$ cat config.mk
export PLATFORM = sky130hd
export DESIGN_NAME = serial_mult32
export DESIGN_NICKNAME = d
export VERILOG_FILES = /design/src/rtl/serial_mult32.sv
export SDC_FILE = /design/constraint.sdc
export NUM_CORES = 1
export LEC_CHECK = 0
export BUFFER_PORTS_ARGS = -buffer_cell sky130_fd_sc_hd__buf_2
export CAP_MARGIN = 20
export CORE_MARGIN = 8
export CORE_UTILIZATION = 50
export DETAILED_ROUTE_END_ITERATION = 12
export HOLD_SLACK_MARGIN = 0.15
export PLACE_DENSITY_LB_ADDON = 0.2
export SLEW_MARGIN = 30
export SYNTH_ARGS = -nofsm -noshare
export SYNTH_HDL_FRONTEND = slang
export SYNTH_SLANG_ARGS = --single-unit
export TNS_END_PERCENT = 50
$ cat constraint.sdc
create_clock -name clk -period 5.8 [get_ports clk]
set_input_delay 0.29 -clock clk [delete_from_list [all_inputs] [get_ports clk]]
set_output_delay 0.29 -clock clk [all_outputs]
set_load 0.005 [all_outputs]
$ cat src/rtl/serial_mult32.sv
// Multi-cycle shift-add multiplier for MIPS MULT/MULTU; one partial product per clock,
// sign applied once at the end, result held in HI/LO until the next completed operation.
module serial_mult32 #(
  parameter int unsigned WIDTH = 32
) (
  input  logic             clk,
  input  logic             rst,
  input  logic             start,
  input  logic             is_signed,
  input  logic [WIDTH-1:0] A,
  input  logic [WIDTH-1:0] B,
  output logic             busy,
  output logic             done,
  output logic [WIDTH-1:0] HI,
  output logic [WIDTH-1:0] LO
);

  localparam int unsigned CntW = $clog2(WIDTH);
  localparam logic [CntW-1:0] LastCnt = CntW'(WIDTH - 1);

  typedef enum logic [1:0] {StIdle, StCalc, StFix, StDone} state_e;

  state_e state_q, state_d;

  logic [WIDTH-1:0] mag_a_q;
  logic [WIDTH-1:0] acc_hi_q;
  // Multiplier bits shift out of the bottom while product bits shift in from the top.
  logic [WIDTH-1:0] mult_q;
  logic             neg_q;
  logic [CntW-1:0]  cnt_q;
  logic [WIDTH:0]   sum;
  logic [2*WIDTH-1:0] acc;

  assign sum = {1'b0, acc_hi_q} + {1'b0, (mult_q[0] ? mag_a_q : '0)};
  assign acc = {acc_hi_q, mult_q};

  always_ff @(posedge clk or posedge rst) begin
    if (rst) begin
      state_q <= StIdle;
    end else begin
      state_q <= state_d;
    end
  end

  always_comb begin
    state_d = state_q;
    unique case (state_q)
      StIdle:  state_d = start ? StCalc : StIdle;
      StCalc:  state_d = (cnt_q == LastCnt) ? StFix : StCalc;
      StFix:   state_d = StDone;
      StDone:  state_d = StIdle;
      default: state_d = StIdle;
    endcase
  end

  always_comb begin
    busy = (state_q != StIdle);
    done = (state_q == StDone);
  end

  always_ff @(posedge clk or posedge rst) begin
    if (rst) begin
      mag_a_q  <= '0;
      acc_hi_q <= '0;
      mult_q   <= '0;
      neg_q    <= 1'b0;
      cnt_q    <= '0;
      HI       <= '0;
      LO       <= '0;
    end else begin
      unique case (state_q)
        StIdle: begin
          if (start) begin
            mag_a_q  <= (is_signed && A[WIDTH-1]) ? (~A + 1'b1) : A;
            mult_q   <= (is_signed && B[WIDTH-1]) ? (~B + 1'b1) : B;
            neg_q    <= is_signed & (A[WIDTH-1] ^ B[WIDTH-1]);
            acc_hi_q <= '0;
            cnt_q    <= '0;
          end
        end
        StCalc: begin
          acc_hi_q <= sum[WIDTH:1];
          mult_q   <= {sum[0], mult_q[WIDTH-1:1]};
          cnt_q    <= cnt_q + 1'b1;
        end
        StFix: begin
          {HI, LO} <= neg_q ? (~acc + 1'b1) : acc;
        end
        default: ;
      endcase
    end
  end

endmodule

==> results of run 1 <==
routing by layer:
metal  track usage  wire length, µm  vias to the layer above
li1              -                -                     4684
met1        0.3273            14430                     4519
met2        0.3049            11880                      253
met3       0.04044             1896                       31
met4       0.05671              340                        0
met5             0                0                        -
cells by family (layout without fill, tap and decap cells):
family	after synthesis	after routing
AND/OR/NAND/NOR	420	420
AO/OA/AOI/OAI	384	384
flip-flops	168	168
XOR/XNOR	142	142
buffers and inverters	96	199
adder cells (fa/ha/maj)	38	38
multiplexers	5	5
other	0	1
stage by stage:
stage / hold slack, ns / std cells / cell area [µm²] / power, mW
after global placement: 0.4559 / 1597 / 11580 / 4.891
after detailed placement: 0.4625 / 1597 / 11580 / 4.959
final: 0.1687 / 1632 / 12170 / 6.071
after global routing: 0.1780 / 1631 / 12160 / 6.568
after floorplan: 0.4180 / 1253 / 10750 / 4.116
after CTS: 0.1535 / 1631 / 12160 / 6.067
where the power goes:
part / total [mW] / switching (mW) / internal, mW
logic: 2.79 / 1.63 / 1.16
registers: 2.19 / 0.596 / 1.60
clock network: 1.09 / 0.526 / 0.566
final cells by class:
| type | count | area share |
|---|---|---|
| clock inverter | 15 | 0.01111 |
| antenna | 1 | 0.0002057 |
| multi-input combinational | 989 | 0.5104 |
| tap | 275 | 0.02828 |
| timing repair buffer | 142 | 0.06129 |
| inverter | 25 | 0.008124 |
| sequential | 168 | 0.3456 |
| clock buffer | 17 | 0.03496 |
synthesized netlist by cell type, types with 15 or more instances:
cell / count / area [µm²]
sky130_fd_sc_hd__a21oi_1: 49 / 245.2
sky130_fd_sc_hd__o21ai_0: 191 / 955.9
sky130_fd_sc_hd__ha_1: 37 / 462.9
sky130_fd_sc_hd__xor2_1: 102 / 893.4
sky130_fd_sc_hd__xnor2_1: 40 / 350.3
sky130_fd_sc_hd__a22oi_1: 24 / 180.2
sky130_fd_sc_hd__or4_1: 18 / 135.1
sky130_fd_sc_hd__o31ai_1: 35 / 262.8
sky130_fd_sc_hd__nand2_1: 177 / 664.4
sky130_fd_sc_hd__a21o_1: 17 / 127.6
sky130_fd_sc_hd__inv_1: 25 / 93.84
sky130_fd_sc_hd__nor3_1: 21 / 105.1
sky130_fd_sc_hd__clkbuf_1: 64 / 240.2
sky130_fd_sc_hd__o41ai_1: 15 / 131.4
sky130_fd_sc_hd__nor2_1: 50 / 187.7
sky130_fd_sc_hd__dfrtp_1: 168 / 4204
sky130_fd_sc_hd__and2_1: 36 / 225.2
sky130_fd_sc_hd__nand3_1: 46 / 230.2
sequential cells by signal, indices dropped and copies added (netlist names), named ones only:
| name | count |
|---|---|
| neg_q | 1 |
| mult_q | 32 |
| LO | 32 |
| acc_hi_q | 32 |
| state_q | 1 |
| mag_a_q | 32 |
| cnt_q | 5 |
| HI | 32 |
final timing paths:
path,to,slack (ns),cells past startpoint
worst max-delay path,acc_hi_q[27],2.10,12
worst min-delay path,mult_q[11],0.17,3
worst max register to register,acc_hi_q[27],2.10,12
worst min register to register,mag_a_q[5],0.47,2
max in group asynchronous,acc_hi_q[19],4.10,4
min in group asynchronous,LO[12],0.53,3
worst reg2reg max path, cell delays in order, from the launching register on:
cell	delay (ns)
sky130_fd_sc_hd__dfrtp_1	0.91
sky130_fd_sc_hd__and2_1	0.25
sky130_fd_sc_hd__ha_1	0.18
sky130_fd_sc_hd__inv_1	0.06
sky130_fd_sc_hd__fa_1	0.39
sky130_fd_sc_hd__nand2b_1	0.18
sky130_fd_sc_hd__a21oi_1	0.17
sky130_fd_sc_hd__o311ai_0	0.24
sky130_fd_sc_hd__a31oi_1	0.39
sky130_fd_sc_hd__a41oi_1	0.21
sky130_fd_sc_hd__a21oi_1	0.33
sky130_fd_sc_hd__nor3_1	0.10
sky130_fd_sc_hd__o31ai_1	0.22
==> flow_summary.yaml, run 1 <==
outcome:
  outcome: "completed"
hold_path:
  hold_startpoint: "B[11]"
  holdCritPathClass: "input pin to register"
detailed_routing:
  dr.pass1.iters: 7
  total_wirelength_of_the_detailed_routed_design_um: 28550
  vias: 9487
  routed_wire_length_per_instance_um: 17.49
  postRouteAntennaNets: 0
  post_drt_via_cell_ratio: 5.813
  drc: 0
  drtIter0Drc: 825
critical_path:
  critical_path.top_delay_family: "compound AO/OA/AOI/OAI gates"
  required_ns: 6.14
  worst_r2r_startpoint: "mult_q[0]"
  critPathMostFrequentCell: "sky130_fd_sc_hd__a21oi_1"
  path_class: "register to register"
  cp.buffers_inverters: 1
  end_kind: "register"
  cp_slowest_cell: "sky130_fd_sc_hd__dfrtp_1"
  cpPeakStageDelay_ns: 0.91
  critical_path_peak_fanout: 35
  crit_start: "mult_q[0]"
  critical_path.cell_chain: "and2_1 > ha_1 > inv_1 > fa_1 > nand2b_1 > a21oi_1 > o311ai_0 > a31oi_1 > a41oi_1 > a21oi_1 > nor3_1 > o31ai_1"
  setup.worst_path.start_class: "register"
  arrival_worst_endpoint_ns: 4.04
sta:
  worst_slew_margin_rel: 0.3714
  total_negative_setup_slacks_ns: 0
  final-hold-violation-count: 0
  finalCritPeriodShare: 0.6386
  timing.final.crit_period_ns: 3.704
  grt_setup_unrepaired: "false"
  maxSlewViolCount: 0
  layout_setup_ws_ns: 2.096
  skew_ns: 0.009348
  maximum_clock_frequency_ghz: 0.2700
  worst_pin_slew_ns: 0.9407
  finalSetupViolations: 0
floorplanning:
  floorplan.initialDensity: 0.5097
  core_area_um2: 21090
  dieArea_um2: 26440
  die_width_um: 162.6
  chipHeight_um: 162.6
  num_io_pins: 134
  num_rows: 53
layout:
  share_of_the_core_filled_with_cells: 0.5770
  most_common_library_cell_in_the_layout_ignoring_fill_and_taps: "sky130_fd_sc_hd__o21ai_0"
  layout-area-overhead-vs-synth_pct: 13.20
  final_layout_size_suffix_gt1_frac: 0.1468
  nets: 1449
  nFillCells: 1933
  most-common-layout-cells: "sky130_fd_sc_hd__o21ai_0, sky130_fd_sc_hd__nand2_1, sky130_fd_sc_hd__dfrtp_1"
  sequential_cell_area_um2: 4205
  area_occupied_by_multi_input_gates_um2: 6210
cts:
  cts_tree: "yes"
  cts-resized-gates: 0
  numCtsBuffers: 17
  clkSlewWorstSetupHoldPaths_ns: 0.07
  postCtsSetupBuffers: 0
  worst_case_clock_buffer_depth: 2
  clock_sinks: 168
  clock_tree.root_cell: "sky130_fd_sc_hd__clkbuf_16"
  clkLatencyLatePin_ns: 0.43
  ctsHtreeMaxLevel: 4
  cts_hold_buf: 2
synthesis:
  synthesis.area_per_instance_um2: 8.578
  number_of_unique_standard_cell_types_used_by_synthesis: 60
  yosys_most_used_dff: "sky130_fd_sc_hd__dfrtp_1"
  post_synthesis_simple_gate_area_fraction: 0.1931
  synthXorXnorAreaFrac: 0.1157
  mappedNetlistArea_um2: 10750
  syn_inst: 1253
  syn-num-nets: 1359
  compound_cell_area_share_of_the_yosys_netlist: 0.2168
  synth.mux.area_fraction: 0.004657
  yosys_warnings: 0
  ys_async_sr_fraction: 1.000
  combinational_family_with_the_most_area_after_synthesis: "compound AO/OA/AOI/OAI gates"
  number_of_enable_flip_flop_cells_after_synthesis: 0
  post_synth_fa_ha_maj_area_fraction: 0.04494
  ys_seq_elements: 168
  yosysSeqAreaShare: 0.3912
grt:
  first_global_vias: 8949
  grt_antenna_before_repair: 0
  aggregate_global_routing_overflow: 0
  largest_net_degree_at_the_start_of_global_routing: 127
  grt_pass1_wl_um: 46470
  grt.total_usage: 0.2152
power:
  vdd.ir_drop.worst_mv: 0.2944
  power.density_nw_per_um2: 499.0
  static_leakage_nw: 5.316
placement:
  dp_worst_setup_slack_ns: 2.121
  place_congestion: 0.8840
  port_buf_inserts: 133
  place_hpwl_um: 21180
job:
  drv_cap: 0
No activity file was read; power rests on OpenSTA's default activity.
==> run 2, diff against run 1 <==
Clock period 5.8 ns to 3.9 ns, I/O delays scaled along.
==> flow_summary.yaml, run 2 (synthesis results as in run 1) <==
critical_path:
  crit-reg2reg-capture: "HI[26]"
  crit_start: "mult_q[4]"
  worst_r2r_startpoint: "mult_q[4]"
  setup.worst_path.end: "HI[26]"
  setup.worst_path.start_class: "register"
  end_kind: "register"
  required_ns: 4.21
  path_class: "register to register"
  critical_path_peak_fanout: 7
  rrSetupSlack_ns: 0.46
  worst_r2r_path_depth: 8
  arrival_worst_endpoint_ns: 3.75
grt:
  aggregate_global_routing_overflow: 0
  grt_pass1_wl_um: 47880
  grt_antenna_before_repair: 1
  first_global_vias: 9249
  grt.total_usage: 0.2225
  largest_net_degree_at_the_start_of_global_routing: 107
job:
  drv_cap: 0
sta:
  maximum_clock_frequency_ghz: 0.2903
  timing.final.crit_period_ns: 3.445
  maxSlewViolCount: 0
  finalCritPeriodShare: 0.8833
  grt_setup_unrepaired: "false"
  final-hold-violation-count: 0
  total_negative_setup_slacks_ns: 0
  finalSetupViolations: 0
  skew_ns: 0.01125
  worst_pin_slew_ns: 0.9104
  worst_slew_margin_rel: 0.3916
floorplanning:
  chipHeight_um: 162.6
  num_io_pins: 134
  die_width_um: 162.6
  num_rows: 53
  core_area_um2: 21090
  floorplan.initialDensity: 0.5097
  dieArea_um2: 26440
power:
  power.density_nw_per_um2: 712.9
  static_leakage_nw: 5.632
  clock_power_share: 0.187
  power_switching_mw: 4.094
  pnr_total_power_mw: 9.199
  p_seq_frac: 0.362
  combinationalPowerShare: 0.451
  switching_share: 0.4450
  power.internal_mw: 5.105
  vdd.ir_drop.worst_mv: 0.3619
placement:
  place_hpwl_um: 21560
  place_congestion: 0.8905
  port_buf_inserts: 133
  post-place-cells: 1602
detailed_routing:
  vias: 9805
  total_wirelength_of_the_detailed_routed_design_um: 29650
  routed_met3_length_um: 2246
  dr.pass1.iters: 6
  drc: 0
  postRouteAntennaNets: 0
  highest_layer: "met4"
  route.met2.wl_um: 12490
  drtIter0Drc: 733
  post_drt_via_cell_ratio: 5.768
  wirelength_met1_um: 14510
  routed_wire_length_per_instance_um: 17.44
outcome:
  outcome: "completed"
layout:
  most-common-layout-cells: "sky130_fd_sc_hd__o21ai_0, sky130_fd_sc_hd__nand2_1, sky130_fd_sc_hd__dfrtp_1"
  layout-area-overhead-vs-synth_pct: 20.06
  final_layout_size_suffix_gt1_frac: 0.1448
  nets: 1516
  most_common_library_cell_in_the_layout_ignoring_fill_and_taps: "sky130_fd_sc_hd__o21ai_0"
  final_cell_count_no_fill: 1700
  share_of_the_core_filled_with_cells: 0.6119
cts:
  clock_tree.root_cell: "sky130_fd_sc_hd__clkbuf_16"
  clkLatencyLatePin_ns: 0.42
  ctsHtreeMaxLevel: 4
  clock_sinks: 168
  clkSlewWorstSetupHoldPaths_ns: 0.07
  postCtsSetupBuffers: 0
  worst_case_clock_buffer_depth: 2
  cts_tree: "yes"
  numCtsBuffers: 17
hold_path:
  holdCritPathClass: "input pin to register"
run 2: worst min path at each step:
stage,slack (ns),cells after the start,start,end
after floorplan,0.32,2,A[31],mag_a_q[31]
after global placement,0.42,2,rst,LO[10]
after detailed placement,0.44,2,rst,LO[10]
after CTS,0.15,3,B[0],mult_q[0]
after global routing,0.17,3,B[0],mult_q[0]
final,0.17,3,A[11],mag_a_q[11]
run 2: metrics by stage:
stage | area (µm²) | setup slack [ns] | hold WS [ns]
2_1_floorplan | 10750 | 0.6595 | 0.3230
3_3_place_gp | 11640 | 0.5688 | 0.4243
3_5_place_dp | 11640 | 0.5240 | 0.4362
4_1_cts | 12850 | 0.4686 | 0.1504
5_1_grt | 12900 | 0.3420 | 0.1689
6_report | 12900 | 0.4553 | 0.1680
run 2: final cells by class:
type	count	area, µm²
diodes	2	5.005
flip-flops and latches	168	4208
repair buffers	209	1449
clock inverters	15	165.2
fillers	1877	8184
multi-input cells	989	6210
clock buffers	17	425.4
well taps	275	344.1
inverters	25	97.59
run 2: what timing repair did:
item                                   CTS  global route
resized for setup                        0             0
hold buffers                            62             0
endpoints found under the hold margin   96             0
run 2: critical path: stages, from the launching register on:
cell	delay (ns)
sky130_fd_sc_hd__dfrtp_1	0.44
sky130_fd_sc_hd__or4_4	0.55
sky130_fd_sc_hd__or4b_1	0.64
sky130_fd_sc_hd__nand3b_4	0.24
sky130_fd_sc_hd__or2_1	0.32
sky130_fd_sc_hd__or4_1	0.47
sky130_fd_sc_hd__o41ai_1	0.41
sky130_fd_sc_hd__xor2_1	0.19
sky130_fd_sc_hd__o21ai_1	0.07
run 2: per-layer routing:
layer / vias to the layer above / track usage
met5: - / 0
met4: 0 / 0.05755
met3: 29 / 0.04323
met2: 326 / 0.3354
met1: 4629 / 0.3214
li1: 4821 / -
run 2: power by group through the flow:
| stage | Combinational [mW] | Sequential [mW] | Clock [mW] |
|---|---|---|---|
| 2_1_floorplan | 3.23 | 2.89 | 0 |
| 3_3_place_gp | 4.01 | 3.29 | 0 |
| 3_5_place_dp | 4.08 | 3.32 | 0 |
| 4_1_cts | 4.15 | 3.29 | 1.74 |
| 5_1_grt | 4.68 | 3.42 | 1.81 |
| 6_report | 4.15 | 3.33 | 1.72 |
==> run 3, diff against run 2 <==
Settings changed: ABC_AREA set to 1.
==> flow_summary.yaml, run 3 <==
layout:
  most-common-layout-cells: "sky130_fd_sc_hd__nand2_1, sky130_fd_sc_hd__inv_1, sky130_fd_sc_hd__nor2_1"
  nFillCells: 2414
  most_common_library_cell_in_the_layout_ignoring_fill_and_taps: "sky130_fd_sc_hd__nand2_1"
  fin_area_um2: 14710
  antennaDiodeCount: 0
  final_cell_count_no_fill: 2509
  nets: 2272
  layout-area-overhead-vs-synth_pct: 16.21
  final_layout_size_suffix_gt1_frac: 0.1019
synthesis:
  synth_common_cells: "sky130_fd_sc_hd__nand2_1, sky130_fd_sc_hd__inv_1, sky130_fd_sc_hd__nor2_1"
  post-synth-top-area-fraction: 0.3321
  yosys_warnings: 0
  number_of_unique_standard_cell_types_used_by_synthesis: 42
  ranking_of_synthesized_cells_by_area: "sky130_fd_sc_hd__dfrtp_1, sky130_fd_sc_hd__nand2_1, sky130_fd_sc_hd__inv_1"
  yosysSeqAreaShare: 0.3321
  ys_async_sr_fraction: 1.000
  yosysMostFrequentCell: "sky130_fd_sc_hd__nand2_1"
  syn-num-nets: 2108
  synthesis.area_per_instance_um2: 6.323
  yosys_most_used_dff: "sky130_fd_sc_hd__dfrtp_1"
  synth.largest_area_cell: "sky130_fd_sc_hd__dfrtp_1"
  syn_inst: 2002
  ys_seq_elements: 168
  number_of_enable_flip_flop_cells_after_synthesis: 0
  mappedNetlistArea_um2: 12660
power:
  power.internal_mw: 5.196
  clock_power_share: 0.160
  vdd.ir_drop.worst_mv: 0.3628
  switching_share: 0.5045
  power.density_nw_per_um2: 712.8
  static_leakage_nw: 7.794
  combinationalPowerShare: 0.523
  p_seq_frac: 0.317
  power_switching_mw: 5.291
placement:
  port_buf_inserts: 133
  post-place-cells: 2424
  dp_worst_setup_slack_ns: 1.428
  detailed_place.area_um2: 13610
  place_congestion: 0.9592
  place_hpwl_um: 29720
sta:
  worst_pin_slew_ns: 0.8707
  final-hold-violation-count: 0
  timing.final.crit_period_ns: 2.497
  skew_ns: 0.01099
  worst_slew_margin_rel: 0.4182
  grt_setup_unrepaired: "false"
  layout_setup_ws_ns: 1.403
  total_negative_setup_slacks_ns: 0
  maxSlewViolCount: 0
  finalSetupViolations: 0
  hold_ws_ns: 0.1572
  maximum_clock_frequency_ghz: 0.4005
  finalCritPeriodShare: 0.6403
hold_path:
  holdCritPathClass: "input pin to register"
  hold_startpoint: "A[2]"
grt:
  grt.total_usage: 0.2513
  first_global_vias: 12190
  grt_pass1_wl_um: 62800
  grt_antenna_before_repair: 0
  largest_net_degree_at_the_start_of_global_routing: 114
  aggregate_global_routing_overflow: 0
floorplanning:
  chipHeight_um: 175.1
  core_area_um2: 25040
  floorplan.initialDensity: 0.5056
  num_rows: 58
  die_width_um: 175.1
  dieArea_um2: 30670
  num_io_pins: 134
cts:
  clkSlewWorstSetupHoldPaths_ns: 0.07
  cts_tree: "yes"
  postCtsSetupBuffers: 0
  worst_case_clock_buffer_depth: 2
  clkLatencyLatePin_ns: 0.44
  clock_tree.root_cell: "sky130_fd_sc_hd__clkbuf_16"
  clock_sinks: 168
  ctsHtreeMaxLevel: 4
  numCtsBuffers: 17
  cts_hold_buf: 53
  cts-resized-gates: 0
detailed_routing:
  drtIter0Drc: 1329
  postRouteAntennaNets: 0
  drc: 0
  total_wirelength_of_the_detailed_routed_design_um: 38790
  vias: 13410
  post_drt_via_cell_ratio: 5.346
  dr.pass1.iters: 6
  routed_wire_length_per_instance_um: 15.46
critical_path:
  setup.worst_path.start_class: "input pin"
  crit_start: "is_signed"
  arrival_worst_endpoint_ns: 2.82
  path_class: "input pin to register"
  rrSetupSlack_ns: 1.41
  end_kind: "register"
  required_ns: 4.23
  critical_path_peak_fanout: 31
  worst_r2r_startpoint: "mult_q[0]"
outcome:
  outcome: "completed"
job:
  drv_cap: 0
-- run 3: through the flow --
step / power (mW) / utilization
floorplan: 7.016 / -
global placement: 8.513 / 0.5436
detailed placement: 8.628 / 0.5437
CTS: 10.39 / 0.5876
global route: 11.40 / 0.5876
finish: 10.49 / 0.5876
-- run 3: worst paths after layout --
check,to,cells past startpoint
max in group asynchronous,HI[19],4
hold reg to reg,HI[20],2
setup / recovery,mult_q[22],8
setup reg to reg,acc_hi_q[31],17
min in group asynchronous,LO[4],4
hold / removal,mag_a_q[2],4
-- run 3: power by group through the flow --
stage / sequential [mW] / combinational (mW) / clock, mW
5_1_grt: 3.38 / 6.23 / 1.78
3_5_place_dp: 3.29 / 5.33 / 0
2_1_floorplan: 2.90 / 4.12 / 0
4_1_cts: 3.26 / 5.42 / 1.71
3_3_place_gp: 3.29 / 5.23 / 0
6_report: 3.32 / 5.49 / 1.68
-- run 3: final cells by class --
class / count / area, µm² / share of cell area
Clock buffer: 18 / 429.2 / 0.02917
Clock inverter: 14 / 138.9 / 0.009440
Inverter: 251 / 948.4 / 0.06447
Multi-Input combinational cell: 1529 / 7271 / 0.4942
Sequential cell: 168 / 4205 / 0.2858
Tap cell: 330 / 412.9 / 0.02807
Timing Repair Buffer: 199 / 1306 / 0.08879
-- run 3: logic make-up after synthesis --
logic type      Yosys count  share of synthesized area
compound gates          240                     0.1062
buf+inv                 305                    0.09379
fa+ha+maj                38                    0.03815
flops                   168                     0.3321
simple gates           1195                     0.3910
xor+xnor                 56                    0.03874
-- run 3: layer usage --
metal | vias to the layer above | wire length [µm] | share of wire | GRT usage
met5 | - | 0 | 0 | 0
met4 | 0 | 899 | 0.023 | 0.07736
met3 | 62 | 3204 | 0.083 | 0.04446
met2 | 536 | 16120 | 0.42 | 0.3718
met1 | 6135 | 18570 | 0.48 | 0.3660
li1 | 6679 | - | - | -
-- run 3: critical path, cell delays in order --
cell and delay, ns:
sky130_fd_sc_hd__dlygate4sd3_1 0.54, sky130_fd_sc_hd__buf_2 0.18, sky130_fd_sc_hd__nand2_1 0.27, sky130_fd_sc_hd__inv_1 0.73, sky130_fd_sc_hd__o21ai_0 0.41, sky130_fd_sc_hd__or2_2 0.38, sky130_fd_sc_hd__nand3_1 0.07, sky130_fd_sc_hd__nand2_1 0.05
